$ cat config.mk
export PLATFORM = sky130hd
export DESIGN_NAME = instr_mem_loader
export DESIGN_NICKNAME = d
export VERILOG_FILES = /design/src/rtl/instr_mem_loader.sv
export SDC_FILE = /design/constraint.sdc
export NUM_CORES = 1
export LEC_CHECK = 0
export BUFFER_PORTS_ARGS = -buffer_cell sky130_fd_sc_hd__buf_2
export CAP_MARGIN = 20
export CELL_PAD_IN_SITES_DETAIL_PLACEMENT = 0
export CELL_PAD_IN_SITES_GLOBAL_PLACEMENT = 2
export CORE_ASPECT_RATIO = 0.75
export CORE_MARGIN = 2
export CORE_UTILIZATION = 31
export CTS_BUF_LIST = sky130_fd_sc_hd__clkbuf_4 sky130_fd_sc_hd__clkbuf_8
export DETAILED_ROUTE_END_ITERATION = 8
export PLACE_DENSITY_LB_ADDON = 0.1
export SLEW_MARGIN = 20
export SYNTH_ARGS = -nofsm -noshare
export SYNTH_HDL_FRONTEND = slang
export SYNTH_SLANG_ARGS = --single-unit
$ cat constraint.sdc
create_clock -name clk -period 2.8 [get_ports clk]
set_clock_uncertainty 0.15 [all_clocks]
set_input_delay 0.42 -clock clk [delete_from_list [all_inputs] [get_ports clk]]
set_output_delay 0.42 -clock clk [all_outputs]
set_load 0.05 [all_outputs]
$ cat src/rtl/instr_mem_loader.sv
`default_nettype none
// ============================================================================
// Module      : instr_mem_loader
// Description : Writer side of the instruction-memory initialization port of
//               the instruction fetch stage. Assembles 32-bit instruction
//               words (MSB first) from the byte stream delivered by the debug
//               UART receiver and writes them to consecutive word addresses,
//               holding the CPU halted while a load session is in progress.
//               A session ends when HALT_WORD has been written or when the
//               last word of the memory has been written.
//
// Ports       :
//   clk          - system clock
//   i_rst_n      - asynchronous active-low reset
//   i_start      - one-cycle pulse starting a load session (IDLE/DONE only)
//   i_rx_valid   - one-cycle strobe, i_rx_data holds a new byte
//   i_rx_data    - received byte
//   o_we         - instruction memory write enable (high only in WRITE)
//   o_instr_data - word being written
//   o_inst_addr  - byte address of the word being written
//   o_halt       - CPU halt request, equal to o_busy
//   o_busy       - high while receiving or writing
//   o_done       - high once the session has finished
//   o_full       - session ended on capacity rather than on HALT_WORD
//   o_word_count - words written in the current/last session
//
// Revision    : 1.0 - initial release
// ============================================================================
module instr_mem_loader #(
    parameter int          NB_ADDR   = 8,
    parameter logic [31:0] HALT_WORD = 32'hFFFF_FFFF
) (
    input  logic               clk,
    input  logic               i_rst_n,
    input  logic               i_start,
    input  logic               i_rx_valid,
    input  logic [7:0]         i_rx_data,
    output logic               o_we,
    output logic [31:0]        o_instr_data,
    output logic [31:0]        o_inst_addr,
    output logic               o_halt,
    output logic               o_busy,
    output logic               o_done,
    output logic               o_full,
    output logic [NB_ADDR-2:0] o_word_count
);

    // Address of the last word in memory (stride of 4 bytes).
    localparam logic [NB_ADDR-1:0] LAST_ADDR   = {{(NB_ADDR-2){1'b1}}, 2'b00};
    localparam logic [NB_ADDR-1:0] ADDR_STRIDE = NB_ADDR'(4);
    localparam logic [NB_ADDR-2:0] ONE_WORD    = (NB_ADDR-1)'(1);

    typedef enum logic [1:0] {
        IDLE  = 2'd0,
        RECV  = 2'd1,
        WRITE = 2'd2,
        DONE  = 2'd3
    } state_t;

    state_t               state;
    state_t               state_next;

    // Only the three most recent bytes are kept: the fourth byte goes
    // straight from i_rx_data into the assembled word.
    logic [23:0]          shift;
    logic [1:0]           byte_cnt;
    logic [NB_ADDR-1:0]   addr;       // address of the next word to write
    logic [NB_ADDR-1:0]   wr_addr;    // address presented on o_inst_addr
    logic [31:0]          instr_data;
    logic [NB_ADDR-2:0]   word_count;
    logic                 full;

    logic                 session_start;
    logic                 accept_byte;
    logic                 word_complete;

    // A new session may only begin when no session is in progress.
    assign session_start = i_start && ((state == IDLE) || (state == DONE));

    // Bytes are taken in WRITE too, so a strobe arriving in the write cycle
    // becomes byte 1 of the next word and back-to-back strobes are lossless.
    assign accept_byte   = i_rx_valid && ((state == RECV) || (state == WRITE));

    // Only RECV can complete a word: on entry to WRITE the byte counter has
    // just wrapped to 0, so at most byte 1 of the next word lands in WRITE.
    assign word_complete = i_rx_valid && (state == RECV) && (byte_cnt == 2'd3);

    // ------------------------------------------------------------------
    // State register
    // ------------------------------------------------------------------
    always_ff @(posedge clk or negedge i_rst_n) begin
        if (!i_rst_n) begin
            state <= IDLE;
        end else begin
            state <= state_next;
        end
    end

    // ------------------------------------------------------------------
    // Next-state logic
    // ------------------------------------------------------------------
    always_comb begin
        state_next = state;
        case (state)
            IDLE: begin
                if (i_start) begin
                    state_next = RECV;
                end
            end
            RECV: begin
                if (word_complete) begin
                    state_next = WRITE;
                end
            end
            WRITE: begin
                // HALT_WORD takes priority over the capacity condition.
                if (instr_data == HALT_WORD) begin
                    state_next = DONE;
                end else if (addr == LAST_ADDR) begin
                    state_next = DONE;
                end else begin
                    state_next = RECV;
                end
            end
            DONE: begin
                if (i_start) begin
                    state_next = RECV;
                end
            end
            default: begin
                state_next = IDLE;
            end
        endcase
    end

    // ------------------------------------------------------------------
    // Datapath: byte assembly, address and session bookkeeping
    // ------------------------------------------------------------------
    always_ff @(posedge clk or negedge i_rst_n) begin
        if (!i_rst_n) begin
            shift      <= '0;
            byte_cnt   <= '0;
            addr       <= '0;
            wr_addr    <= '0;
            instr_data <= '0;
            word_count <= '0;
            full       <= 1'b0;
        end else if (session_start) begin
            shift      <= '0;
            byte_cnt   <= '0;
            addr       <= '0;
            word_count <= '0;
            full       <= 1'b0;
        end else begin
            if (accept_byte) begin
                shift    <= {shift[15:0], i_rx_data};
                byte_cnt <= byte_cnt + 2'd1;
            end

            // Output word and address are loaded together on entry to WRITE
            // and then held until the next word is complete.
            if (word_complete) begin
                instr_data <= {shift, i_rx_data};
                wr_addr    <= addr;
            end

            if (state == WRITE) begin
                word_count <= word_count + ONE_WORD;
                addr       <= addr + ADDR_STRIDE;
                if ((instr_data != HALT_WORD) && (addr == LAST_ADDR)) begin
                    full <= 1'b1;
                end
            end
        end
    end

    // ------------------------------------------------------------------
    // Outputs
    // ------------------------------------------------------------------
    assign o_we         = (state == WRITE);
    assign o_busy       = (state == RECV) || (state == WRITE);
    assign o_halt       = o_busy;
    assign o_done       = (state == DONE);
    assign o_full       = full;
    assign o_word_count = word_count;
    assign o_instr_data = instr_data;
    assign o_inst_addr  = {{(32-NB_ADDR){1'b0}}, wr_addr};

endmodule
`default_nettype wire
Word level (Yosys, flattened, before mapping)
Cells that the tools add are included.
- word-level logic and storage cells: 52
- input port bits: 12
- output and inout port bits: 76
- register bits: 84
- reductions and logical operators: 15
- add/subtract/negate cells: 3
- bitwise gates (word level): 1
- equal/unequal tests: 9
- multiplexer cells: 16
- operators with widths (kind ; count):
    2-to-1 mux 24 bit ; 2
    equality test 32 bit, second input constant ; 1
    inequality test 32 bit, second input constant ; 1
    2-to-1 mux 8 bit ; 2
    2-to-1 mux 7 bit ; 2
    2-to-1 mux 2 bit ; 6
    adder 8 x 3 -> 8 bit, second input constant ; 1
    equality test 8 bit, second input constant ; 1
    adder 7 x 1 -> 7 bit, second input constant ; 1
    equality test 2 bit, second input constant ; 3
    case mux 2 bit (3 select lines) ; 1
    AND reduction 2 bit ; 3
    nonzero test 2 bit ; 3
    logical AND 1 bit ; 5
    2-to-1 mux 1 bit ; 3
    adder 2 x 1 -> 2 bit, second input constant ; 1
    equality test 2 x 1 -> 1 bit, second input constant ; 1
    logical NOT 2 bit ; 1
    logical OR 1 bit ; 2
    inequality test 2 x 1 -> 1 bit, second input constant ; 1
    inequality test 2 bit, second input constant ; 1
    OR reduction 2 bit ; 1
    inverter 1 bit ; 1

Depth between registers and ports, before layout
Gate-level depths: netlist (run 1).
- word-level depth: 5
- mapped depth: 8
- mapped depth without buffers: 6

Worst setup path after synthesis (run 1)
OpenSTA, ideal clock, no wires.
- kind: register to register
- start: register state[0]
- end: register instr_data[0] (netlist: o_instr_data[0])
- setup slack: 693 ps
- period minus slack after synthesis: 2107 ps
- arrival: 1832 ps
- data required time: 2525 ps
- library setup time: 125 ps
- buffers on the path: 3
- cell stages (with the launch flop): 9
- cells stage by stage: dfrtp_1 > inv_1 > ha_1 > and2_1 > buf_6 > nor3b_4 > buf_6 > buf_12 > mux2_4
- word-level cells in the longest chain between the ends: 5
- elaborated cells on any way between the ends: 9
- those cells by class: eq/ne: 2; bitwise: 1; reduce/logical: 6
- RTL lines (what ; RTL line ; RTL):
    from (decl) ; 60 ; state_t state;
    from (signal assigned) ; 95 ; state <= state_next;
    equality test 2 bit / logical NOT 2 bit (equally long branches) ; 78 ; assign session_start = i_start && ((state == IDLE) || (state == DONE));
    logical OR 1 bit ; 78 ;
    logical AND 1 bit ; 78 ;
    inverter 1 bit (no source line) ; -- ;
    AND reduction 2 bit (no source line) (*) ; -- ;
    to (signal assigned) ; 163 ; instr_data <= {shift, i_rx_data};
    to (decl) ; 69 ; logic [31:0] instr_data;
Every way passes the cells marked *; elsewhere a longest branch is shown, timed or not.
A chain may end at the register's enable or synchronous reset.

Worst setup path after layout (run 1)
- start: register state[0]
- end: register instr_data[25] (netlist: o_instr_data[25])
The elaborated chain is that of the path after synthesis.

==> results of run 1 <==
## power by group
part	total, uW	switching (uW)	internal (uW)
clock network	959	404	555
logic	1490	1010	474
registers	1720	266	1460
total	4170	1680	2490
## what timing repair did
item,4_1_cts,5_1_grt
buffers inserted,0,0
resized for setup,0,0
endpoints found under the hold margin,32,0
hold buffers,1,0
## cell families (layout without fill, tap and decap cells)
logic type	after synthesis	in the layout	synth area share, %
multiplexers	41	41	15.1
AO/OA/AOI/OAI	35	35	7.85
adder cells (fa/ha/maj)	7	7	2.47
AND/OR/NAND/NOR	45	45	6.82
XOR/XNOR	9	9	2.23
buffers and inverters	42	87	8.87
other	1	26	0.106
flip-flops	80	80	56.6
## sequential cells by signal (all words and copies together), names as in the netlist
signal and cells:
o_instr_data 32, shift 24, o_word_count 7, addr 6, wr_addr 6, byte_cnt 2
state 2, o_full 1
## metal layers
metal	GRT usage (%)	up-vias	part of all wire, %
met1	19.2	1038	53
met5	0	-	0
met3	5.29	8	5.9
li1	-	1020	-
met2	17.1	66	40
met4	3.30	0	1.1
## stage by stage
stage | util (%) | hold WS (ns) | setup WS, ns | power, uW
3_5_place_dp | 35.3 | 0.276 | 0.475 | 3250
5_1_grt | 37.4 | 0.148 | 0.345 | 4410
4_1_cts | 37.4 | 0.134 | 0.461 | 4230
2_1_floorplan | - | -0.0256 | 0.693 | 2890
3_3_place_gp | 35.3 | 0.273 | 0.556 | 3240
6_report | 37.4 | 0.165 | 0.468 | 4170
## placed cells by master, fill, tap and decap left out
master,instances
sky130_fd_sc_hd__nor3_1,1
sky130_fd_sc_hd__ha_1,7
sky130_fd_sc_hd__bufinv_16,2
sky130_fd_sc_hd__o21ai_0,4
sky130_fd_sc_hd__a22o_1,26
sky130_fd_sc_hd__nor2b_2,1
sky130_fd_sc_hd__mux2i_1,2
sky130_fd_sc_hd__and3_1,1
sky130_fd_sc_hd__mux2_4,20
sky130_fd_sc_hd__nand2_1,8
sky130_fd_sc_hd__nor2_2,1
sky130_fd_sc_hd__inv_1,3
sky130_fd_sc_hd__nand3_1,1
sky130_fd_sc_hd__nor4_1,2
sky130_fd_sc_hd__buf_12,2
sky130_fd_sc_hd__nor3b_4,1
sky130_fd_sc_hd__nand4_1,13
sky130_fd_sc_hd__nor2b_1,1
sky130_fd_sc_hd__or3_1,2
sky130_fd_sc_hd__mux2_2,19
sky130_fd_sc_hd__o22a_1,1
sky130_fd_sc_hd__conb_1,26
sky130_fd_sc_hd__xor2_1,7
sky130_fd_sc_hd__clkbuf_4,1
sky130_fd_sc_hd__dfrtp_1,80
sky130_fd_sc_hd__dlygate4sd3_1,1
sky130_fd_sc_hd__buf_2,60
sky130_fd_sc_hd__and2_1,1
sky130_fd_sc_hd__clkinv_2,1
sky130_fd_sc_hd__a31oi_1,1
sky130_fd_sc_hd__buf_4,6
sky130_fd_sc_hd__nor2_1,12
sky130_fd_sc_hd__a21oi_1,3
sky130_fd_sc_hd__clkbuf_8,11
sky130_fd_sc_hd__xnor2_1,2
## area by class of cell
class	count	share of cell area, %
repair buffers	69	9.58
flip-flops and latches	80	48.5
well taps	140	4.24
inverters	3	0.273
clock inverters	3	1.58
multi-input cells	163	32.0
clock buffers	12	3.85
## final timing paths
path                                        from  slack (ns)                           end  cells past startpoint
hold reg to reg            shift[17]$_DFFE_PN0P_        0.36         shift[17]$_DFFE_PN0P_                      1
setup / recovery            state[0]$_DFFE_PN0P_        0.47  o_instr_data[25]$_DFFE_PN0P_                      6
setup reg to reg            state[0]$_DFFE_PN0P_        0.47  o_instr_data[25]$_DFFE_PN0P_                      6
min in group asynchronous                i_rst_n        0.43  o_instr_data[18]$_DFFE_PN0P_                      2
hold / removal                      i_rx_data[4]        0.17          shift[4]$_DFFE_PN0P_                      2
max in group asynchronous                i_rst_n        1.52  o_instr_data[12]$_DFFE_PN0P_                      3
==> metrics.txt, run 1 <==
# TYPE chip_impl_metric gauge
chip_impl_metric{name="clock.fmax",unit="GHz"} 0.429
chip_impl_metric{name="synth.distinct_cells",unit=""} 31
chip_impl_metric{name="grt_usage",unit="%"} 12.9
chip_impl_metric{name="clockBufferDepth",unit=""} 2
chip_impl_metric{name="p_leak",unit="uW"} 0.00215
chip_impl_metric{name="worst_slew_pin_slew",unit="ns"} 0.586
chip_impl_metric{name="drt-pass1-iter-count",unit=""} 4
chip_impl_metric{name="finalWirelength",unit="mm"} 7.34
chip_impl_metric{name="die_area",unit="sq um"} 12300
chip_impl_metric{name="timing.critical_path.arrival",unit="ns"} 2.42
chip_impl_metric{name="number_of_setup_violations_in_the_final_report",unit=""} 0
chip_impl_metric{name="synthCells",unit=""} 260
chip_impl_info{name="cts_root_buf",value="sky130_fd_sc_hd__clkbuf_8"} 1
chip_impl_info{name="synth_ff_type",value="sky130_fd_sc_hd__dfrtp_1"} 1
chip_impl_info{name="synth_top_cell_by_area",value="sky130_fd_sc_hd__dfrtp_1"} 1
chip_impl_info{name="crit_chain",value="inv_1 > ha_1 > and2_1 > nor3b_4 > buf_12 > mux2_2"} 1
chip_impl_metric{name="cts.reportedPaths.clkPinSlew",unit="ns"} 0.08
chip_impl_info{name="critical_path.endpoint_type",value="flip-flop"} 1
chip_impl_metric{name="hold_violations",unit=""} 0
chip_impl_info{name="cts_tree",value="built"} 1
chip_impl_metric{name="die_width",unit="microns"} 127
chip_impl_metric{name="worst_skew_pair.late_latency",unit="ns"} 0.35
chip_impl_metric{name="seq_area",unit="sq um"} 2000
chip_impl_metric{name="ant_nets",unit=""} 0
chip_impl_metric{name="synth_area",unit="sq um"} 3540
chip_impl_metric{name="wire_per_inst",unit="microns"} 15.6
chip_impl_metric{name="core_footprint",unit="sq um"} 11000
chip_impl_metric{name="numPortBuffers",unit=""} 61
chip_impl_metric{name="placed_cell_area",unit="sq um"} 3890
chip_impl_metric{name="finalMaxSlewViolations",unit=""} 0
chip_impl_metric{name="cpPeakStageDelay",unit="ns"} 0.39
chip_impl_metric{name="yosysSeqAreaShare",unit="%"} 56.6
chip_impl_info{name="critical-path-top-delay-family",value="simple AND/OR/NAND/NOR gates"} 1
chip_impl_metric{name="cts_made_buffers",unit=""} 9
chip_impl_metric{name="cts_max_level",unit=""} 3
chip_impl_metric{name="hpwl",unit="mm"} 5.13
chip_impl_metric{name="max-cap-violations",unit=""} 0
chip_impl_metric{name="postLayoutCellArea",unit="sq um"} 4130
chip_impl_metric{name="ioPinCount",unit=""} 88
chip_impl_metric{name="async_flop_share",unit="%"} 100
chip_impl_metric{name="grt_remaining_overflow",unit=""} 0
chip_impl_metric{name="stdcell_count",unit=""} 470
chip_impl_metric{name="placer_congestion",unit=""} 0.730
chip_impl_metric{name="synth_top_area_share",unit="%"} 56.6
chip_impl_metric{name="die_height",unit="microns"} 96.5
chip_impl_metric{name="synth_enable_flop_cells",unit=""} 0
chip_impl_metric{name="finalWorstPathRequiredPeriod",unit="ns"} 2.33
chip_impl_metric{name="ratio_of_final_minimum_period_to_clock_period",unit="%"} 83.3
chip_impl_metric{name="critical_path_buf_inv_count",unit=""} 2
chip_impl_metric{name="fillerInstances",unit=""} 1086
chip_impl_metric{name="grt_first_pass_wirelength",unit="mm"} 11.8
chip_impl_info{name="yosys-top-cells-count",value="80 x sky130_fd_sc_hd__dfrtp_1, 28 x sky130_fd_sc_hd__buf_4, 26 x sky130_fd_sc_hd__a22o_1"} 1
chip_impl_metric{name="effective_utilization_at_floorplan",unit="%"} 32.1
chip_impl_info{name="critPathKind",value="flip-flop to flip-flop"} 1
chip_impl_metric{name="ys_warn_count",unit=""} 0
chip_impl_metric{name="layout.nets",unit=""} 345
chip_impl_metric{name="worst_ir_drop_vdd",unit="uV"} 297
chip_impl_metric{name="remaining_drc_errors",unit=""} 0
chip_impl_info{name="yosys-top-cells-area",value="sky130_fd_sc_hd__dfrtp_1 57%, sky130_fd_sc_hd__mux2_4 8.5%, sky130_fd_sc_hd__a22o_1 6.4%"} 1
chip_impl_metric{name="synth.ff_latch_count",unit=""} 80
chip_impl_metric{name="area_added_between_synthesis_and_finish",unit="%"} 16.6
chip_impl_metric{name="power_per_cell_area",unit="nW/um^2"} 1010
chip_impl_info{name="grt_setup_unrepaired",value="false"} 1
chip_impl_metric{name="multiInputGateArea",unit="sq um"} 1320
chip_impl_metric{name="number_of_global_route_vias_before_repair",unit=""} 2061
chip_impl_metric{name="dp.cells",unit=""} 454
chip_impl_info{name="yosys.cell_count.top_type",value="sky130_fd_sc_hd__dfrtp_1"} 1
chip_impl_metric{name="vias",unit=""} 2132
chip_impl_metric{name="antenna-diode-count",unit=""} 0
chip_impl_metric{name="critical_path_peak_fanout",unit=""} 38
chip_impl_metric{name="clock_sink_count",unit=""} 80
chip_impl_metric{name="core.rowCount",unit=""} 33
chip_impl_metric{name="grt_antenna_before_repair",unit=""} 0
chip_impl_info{name="timing.critical_path.slowest_stage_cell",value="sky130_fd_sc_hd__dfrtp_1"} 1
chip_impl_metric{name="drt_iter0_markers",unit=""} 91
chip_impl_info{name="worst_hold_path_type",value="primary input to flip-flop"} 1
chip_impl_metric{name="via_per_inst",unit=""} 4.54
chip_impl_metric{name="pin_count_of_the_biggest_net_entering_global_routing",unit=""} 39
chip_impl_metric{name="worst_endpoint_required_time",unit="ns"} 2.89
chip_impl_metric{name="synth_area_per_cell",unit="sq um"} 13.6
chip_impl_info{name="startpoint_type",value="flip-flop"} 1
chip_impl_metric{name="max_slew_margin",unit="%"} 60.6
chip_impl_metric{name="setup-tns-final",unit="ns"} 0
chip_impl_info{name="outcome",value="finished clean"} 1
chip_impl_metric{name="drive_above_1_share",unit="%"} 37.9
No activity file was read; power rests on OpenSTA's default activity.
==> inputs of run 2 (changes only) <==
--- a/config.mk
+++ b/config.mk
@@ -5,6 +5,7 @@
 export SDC_FILE = /design/constraint.sdc
 export NUM_CORES = 1
 export LEC_CHECK = 0
+export ABC_AREA = 1
 export BUFFER_PORTS_ARGS = -buffer_cell sky130_fd_sc_hd__buf_2
 export CAP_MARGIN = 20
 export CELL_PAD_IN_SITES_DETAIL_PLACEMENT = 0
==> constraint.sdc (replaced) <==
create_clock -name clk -period 2.17 [get_ports clk]
set_clock_uncertainty 0.15 [all_clocks]
set_input_delay 0.3255 -clock clk [delete_from_list [all_inputs] [get_ports clk]]
set_output_delay 0.3255 -clock clk [all_outputs]
set_load 0.05 [all_outputs]
==> run 2 against run 1 <==
  * Die area rose by 0.10%
  * Via count up 21%
  * Register-to-register slack worse by 0.11 ns
  * Largest cell class unchanged
  * Critical path depth is 2 lower
  * Area after synthesis is 0.11% higher
  * First-iteration DRC count up 12%
  * Sequential power up 33%
==> metrics.txt, run 2 <==
# TYPE chip_impl_metric gauge
chip_impl_info{name="outcome",value="finished clean"} 1
chip_impl_metric{name="ant_nets",unit=""} 0
chip_impl_metric{name="synthCells",unit=""} 382
chip_impl_metric{name="grt_first_pass_wirelength",unit="mm"} 12.7
chip_impl_metric{name="wire_per_inst",unit="microns"} 13.5
chip_impl_metric{name="postLayoutCellArea",unit="sq um"} 4080
chip_impl_metric{name="finalMaxSlewViolations",unit=""} 0
chip_impl_metric{name="hold_violations",unit=""} 0
chip_impl_metric{name="die_width",unit="microns"} 127
chip_impl_metric{name="fillerInstances",unit=""} 1127
chip_impl_metric{name="die_area",unit="sq um"} 12300
chip_impl_metric{name="area_added_between_synthesis_and_finish",unit="%"} 15.2
chip_impl_info{name="critPathKind",value="flip-flop to output pin"} 1
chip_impl_info{name="most-common-layout-cells",value="80 x sky130_fd_sc_hd__dfrtp_1, 75 x sky130_fd_sc_hd__nand2_1, 60 x sky130_fd_sc_hd__buf_2"} 1
chip_impl_metric{name="cts_max_level",unit=""} 3
chip_impl_metric{name="synth_top_area_share",unit="%"} 56.5
chip_impl_info{name="timing.critical_path.slowest_stage_cell",value="sky130_fd_sc_hd__dfrtp_1"} 1
chip_impl_metric{name="number_of_setup_violations_in_the_final_report",unit=""} 0
chip_impl_metric{name="hpwl",unit="mm"} 5.58
chip_impl_metric{name="grt_remaining_overflow",unit=""} 0
chip_impl_info{name="yosys.cell_count.top_type",value="sky130_fd_sc_hd__dfrtp_1"} 1
chip_impl_metric{name="antenna-diode-count",unit=""} 0
chip_impl_metric{name="drt_iter0_markers",unit=""} 102
chip_impl_metric{name="effective_utilization_at_floorplan",unit="%"} 32.1
chip_impl_metric{name="core_footprint",unit="sq um"} 11000
chip_impl_metric{name="synth_enable_flop_cells",unit=""} 0
chip_impl_metric{name="synth.ff_latch_count",unit=""} 80
chip_impl_info{name="yosys-top-cells-count",value="80 x sky130_fd_sc_hd__dfrtp_1, 75 x sky130_fd_sc_hd__nand2_1, 51 x sky130_fd_sc_hd__inv_1"} 1
chip_impl_info{name="largest_family_of_logic_cells_by_synthesized_area",value="buffers and inverters"} 1
chip_impl_metric{name="grt_antenna_before_repair",unit=""} 0
chip_impl_metric{name="setup.reg_to_reg.worst_slack",unit="ns"} 0.36
chip_impl_metric{name="ys_warn_count",unit=""} 0
chip_impl_metric{name="die_height",unit="microns"} 96.6
chip_impl_info{name="crit_chain",value="inv_1 > ha_1 > inv_1 > buf_2"} 1
chip_impl_metric{name="post_synth_xor_area_fraction",unit="%"} 0
chip_impl_metric{name="number_of_global_route_vias_before_repair",unit=""} 2411
chip_impl_metric{name="p_leak",unit="uW"} 0.00209
chip_impl_metric{name="worst_ir_drop_vdd",unit="uV"} 671
chip_impl_metric{name="ratio_of_final_minimum_period_to_clock_period",unit="%"} 93.1
chip_impl_metric{name="timing.critical_path.arrival",unit="ns"} 1.55
chip_impl_metric{name="setup-tns-final",unit="ns"} 0
chip_impl_metric{name="layout.nets",unit=""} 465
chip_impl_info{name="cts_tree",value="built"} 1
chip_impl_metric{name="holdWs",unit="ns"} 0.101
chip_impl_info{name="crit_path_end",value="o_busy"} 1
chip_impl_metric{name="cpPeakStageDelay",unit="ns"} 0.38
chip_impl_metric{name="remaining_drc_errors",unit=""} 0
chip_impl_metric{name="clock_sink_count",unit=""} 80
chip_impl_info{name="critical-path-top-delay-family",value="buffers and inverters"} 1
chip_impl_metric{name="synth-simple-area-share",unit="%"} 13.1
chip_impl_metric{name="clockBufferDepth",unit=""} 2
chip_impl_info{name="synth_top_cell_by_area",value="sky130_fd_sc_hd__dfrtp_1"} 1
chip_impl_metric{name="vias",unit=""} 2579
chip_impl_metric{name="pin_count_of_the_biggest_net_entering_global_routing",unit=""} 39
chip_impl_info{name="critical_path.endpoint_type",value="output pin"} 1
chip_impl_info{name="worstReg2RegStart",value="state[0]$_DFFE_PN0P_"} 1
chip_impl_info{name="synth_ff_type",value="sky130_fd_sc_hd__dfrtp_1"} 1
chip_impl_metric{name="max-cap-violations",unit=""} 0
chip_impl_info{name="final_common_cell",value="sky130_fd_sc_hd__dfrtp_1"} 1
chip_impl_info{name="grt_setup_unrepaired",value="false"} 1
chip_impl_metric{name="placer_congestion",unit=""} 0.697
chip_impl_metric{name="finalWorstPathRequiredPeriod",unit="ns"} 2.02
chip_impl_info{name="worst_hold_path_type",value="primary input to flip-flop"} 1
chip_impl_metric{name="largest_register_ff_count",unit=""} 32
chip_impl_metric{name="worst_endpoint_required_time",unit="ns"} 1.69
chip_impl_metric{name="power_per_cell_area",unit="nW/um^2"} 1510
chip_impl_info{name="yosys-top-cells-area",value="sky130_fd_sc_hd__dfrtp_1 56%, sky130_fd_sc_hd__nand2_1 7.9%, sky130_fd_sc_hd__o21ai_0 6.5%"} 1
chip_impl_metric{name="placed_cell_area",unit="sq um"} 3910
chip_impl_metric{name="cp_num_cells",unit=""} 4
chip_impl_info{name="critPathLaunch",value="state[0]$_DFFE_PN0P_"} 1
chip_impl_metric{name="synth-adder-area-share",unit="%"} 2.47
chip_impl_metric{name="synth_area_per_cell",unit="sq um"} 9.28
chip_impl_metric{name="drt-pass1-iter-count",unit=""} 4
chip_impl_metric{name="critical_path_buf_inv_count",unit=""} 3
chip_impl_metric{name="r2r.worst_path.cells",unit=""} 7
chip_impl_metric{name="finalWirelength",unit="mm"} 7.95
chip_impl_metric{name="cts.reportedPaths.clkPinSlew",unit="ns"} 0.07
chip_impl_metric{name="numPortBuffers",unit=""} 61
chip_impl_metric{name="min_delay_path_depth",unit=""} 3
chip_impl_metric{name="yosysSeqAreaShare",unit="%"} 56.5
chip_impl_metric{name="clock.fmax",unit="GHz"} 0.495
chip_impl_metric{name="synth-compound-area-share",unit="%"} 13.1
chip_impl_metric{name="ioPinCount",unit=""} 88
chip_impl_metric{name="worst_skew_pair.late_latency",unit="ns"} 0.35
chip_impl_metric{name="synth_area",unit="sq um"} 3540
chip_impl_metric{name="yosys-mux-area-fraction",unit="%"} 0.424
chip_impl_metric{name="cts_made_buffers",unit=""} 9
chip_impl_metric{name="async_flop_share",unit="%"} 100
chip_impl_info{name="cts_root_buf",value="sky130_fd_sc_hd__clkbuf_8"} 1
chip_impl_metric{name="critical_path_peak_fanout",unit=""} 4
chip_impl_metric{name="grt_usage",unit="%"} 13.6
chip_impl_metric{name="via_per_inst",unit=""} 4.38
chip_impl_metric{name="core.rowCount",unit=""} 33
chip_impl_info{name="reg2reg_to",value="shift[5]$_DFFE_PN0P_"} 1
chip_impl_metric{name="synth.distinct_cells",unit=""} 25
chip_impl_metric{name="drive_above_1_share",unit="%"} 20.9
chip_impl_info{name="critical_path.most_common_cell",value="sky130_fd_sc_hd__inv_1"} 1
chip_impl_info{name="startpoint_type",value="flip-flop"} 1
## run 2: worst reg2reg max path: stages (launching register included)
cell and delay (ns):
sky130_fd_sc_hd__dfrtp_1 0.38, sky130_fd_sc_hd__inv_1 0.07, sky130_fd_sc_hd__ha_1 0.36, sky130_fd_sc_hd__nand2_2 0.10, sky130_fd_sc_hd__inv_2 0.11, sky130_fd_sc_hd__nor2_2 0.07, sky130_fd_sc_hd__inv_2 0.32, sky130_fd_sc_hd__o22ai_1 0.13
## run 2: logic make-up after synthesis
family / count (synthesis)
adder cells (fa/ha/maj): 7
AND/OR/NAND/NOR: 113
buffers and inverters: 95
flip-flops: 80
other: 1
AO/OA/AOI/OAI: 85
multiplexers: 1
## run 2: cell type report
class / count / area, sq um / share of cell area (%)
Timing Repair Buffer: 69 / 408 / 9.99
Multi-Input combinational cell: 232 / 1130 / 27.7
Tap cell: 140 / 175 / 4.29
Clock buffer: 13 / 160 / 3.92
Inverter: 54 / 203 / 4.97
Sequential cell: 80 / 2000 / 49.0
Clock inverter: 1 / 5.00 / 0.123
## run 2: per-stage QoR
step / total power [uW] / utilization (%) / worst slack, ns / instances
floorplan: 4570 / - / 0.241 / 407
global placement: 5200 / 35.4 / 0.361 / 574
detailed placement: 5230 / 35.4 / 0.346 / 574
CTS: 6240 / 37.0 / 0.119 / 589
global route: 6590 / 37.0 / 0.0390 / 589
finish: 6150 / 37.0 / 0.149 / 589
## run 2: report_power, final
group          switching, uW  internal (uW)  leakage, uW
clock                    505            472    0.0000896
combinational           2210            669     0.000921
sequential               313           1980      0.00108
total                   3030           3120      0.00209
## run 2: worst min path at each step
stage | start | endpoint | slack (ns)
after global placement | i_rst_n | o_instr_data[7]$_DFFE_PN0P_ | 0.09
after detailed placement | i_rst_n | o_instr_data[7]$_DFFE_PN0P_ | 0.09
after global routing | i_rx_data[6] | o_instr_data[6]$_DFFE_PN0P_ | 0.09
after floorplan | i_rst_n | addr[2]$_DFFE_PN0P_ | -0.12
after CTS | i_rx_data[6] | o_instr_data[6]$_DFFE_PN0P_ | 0.08
final | i_rx_data[6] | o_instr_data[6]$_DFFE_PN0P_ | 0.10
## run 2: layer usage
layer	track usage (%)	vias to the layer above	wire length (microns)
li1	-	1298	-
met1	20.2	1199	4280
met2	18.5	80	3190
met3	4.85	2	428
met4	3.85	0	49
met5	0	-	0
## run 2: timing repair
action,in CTS,in global routing
buffers inserted,0,0
hold buffers,1,0
endpoints found under the hold margin,19,0
gates resized for setup,0,0
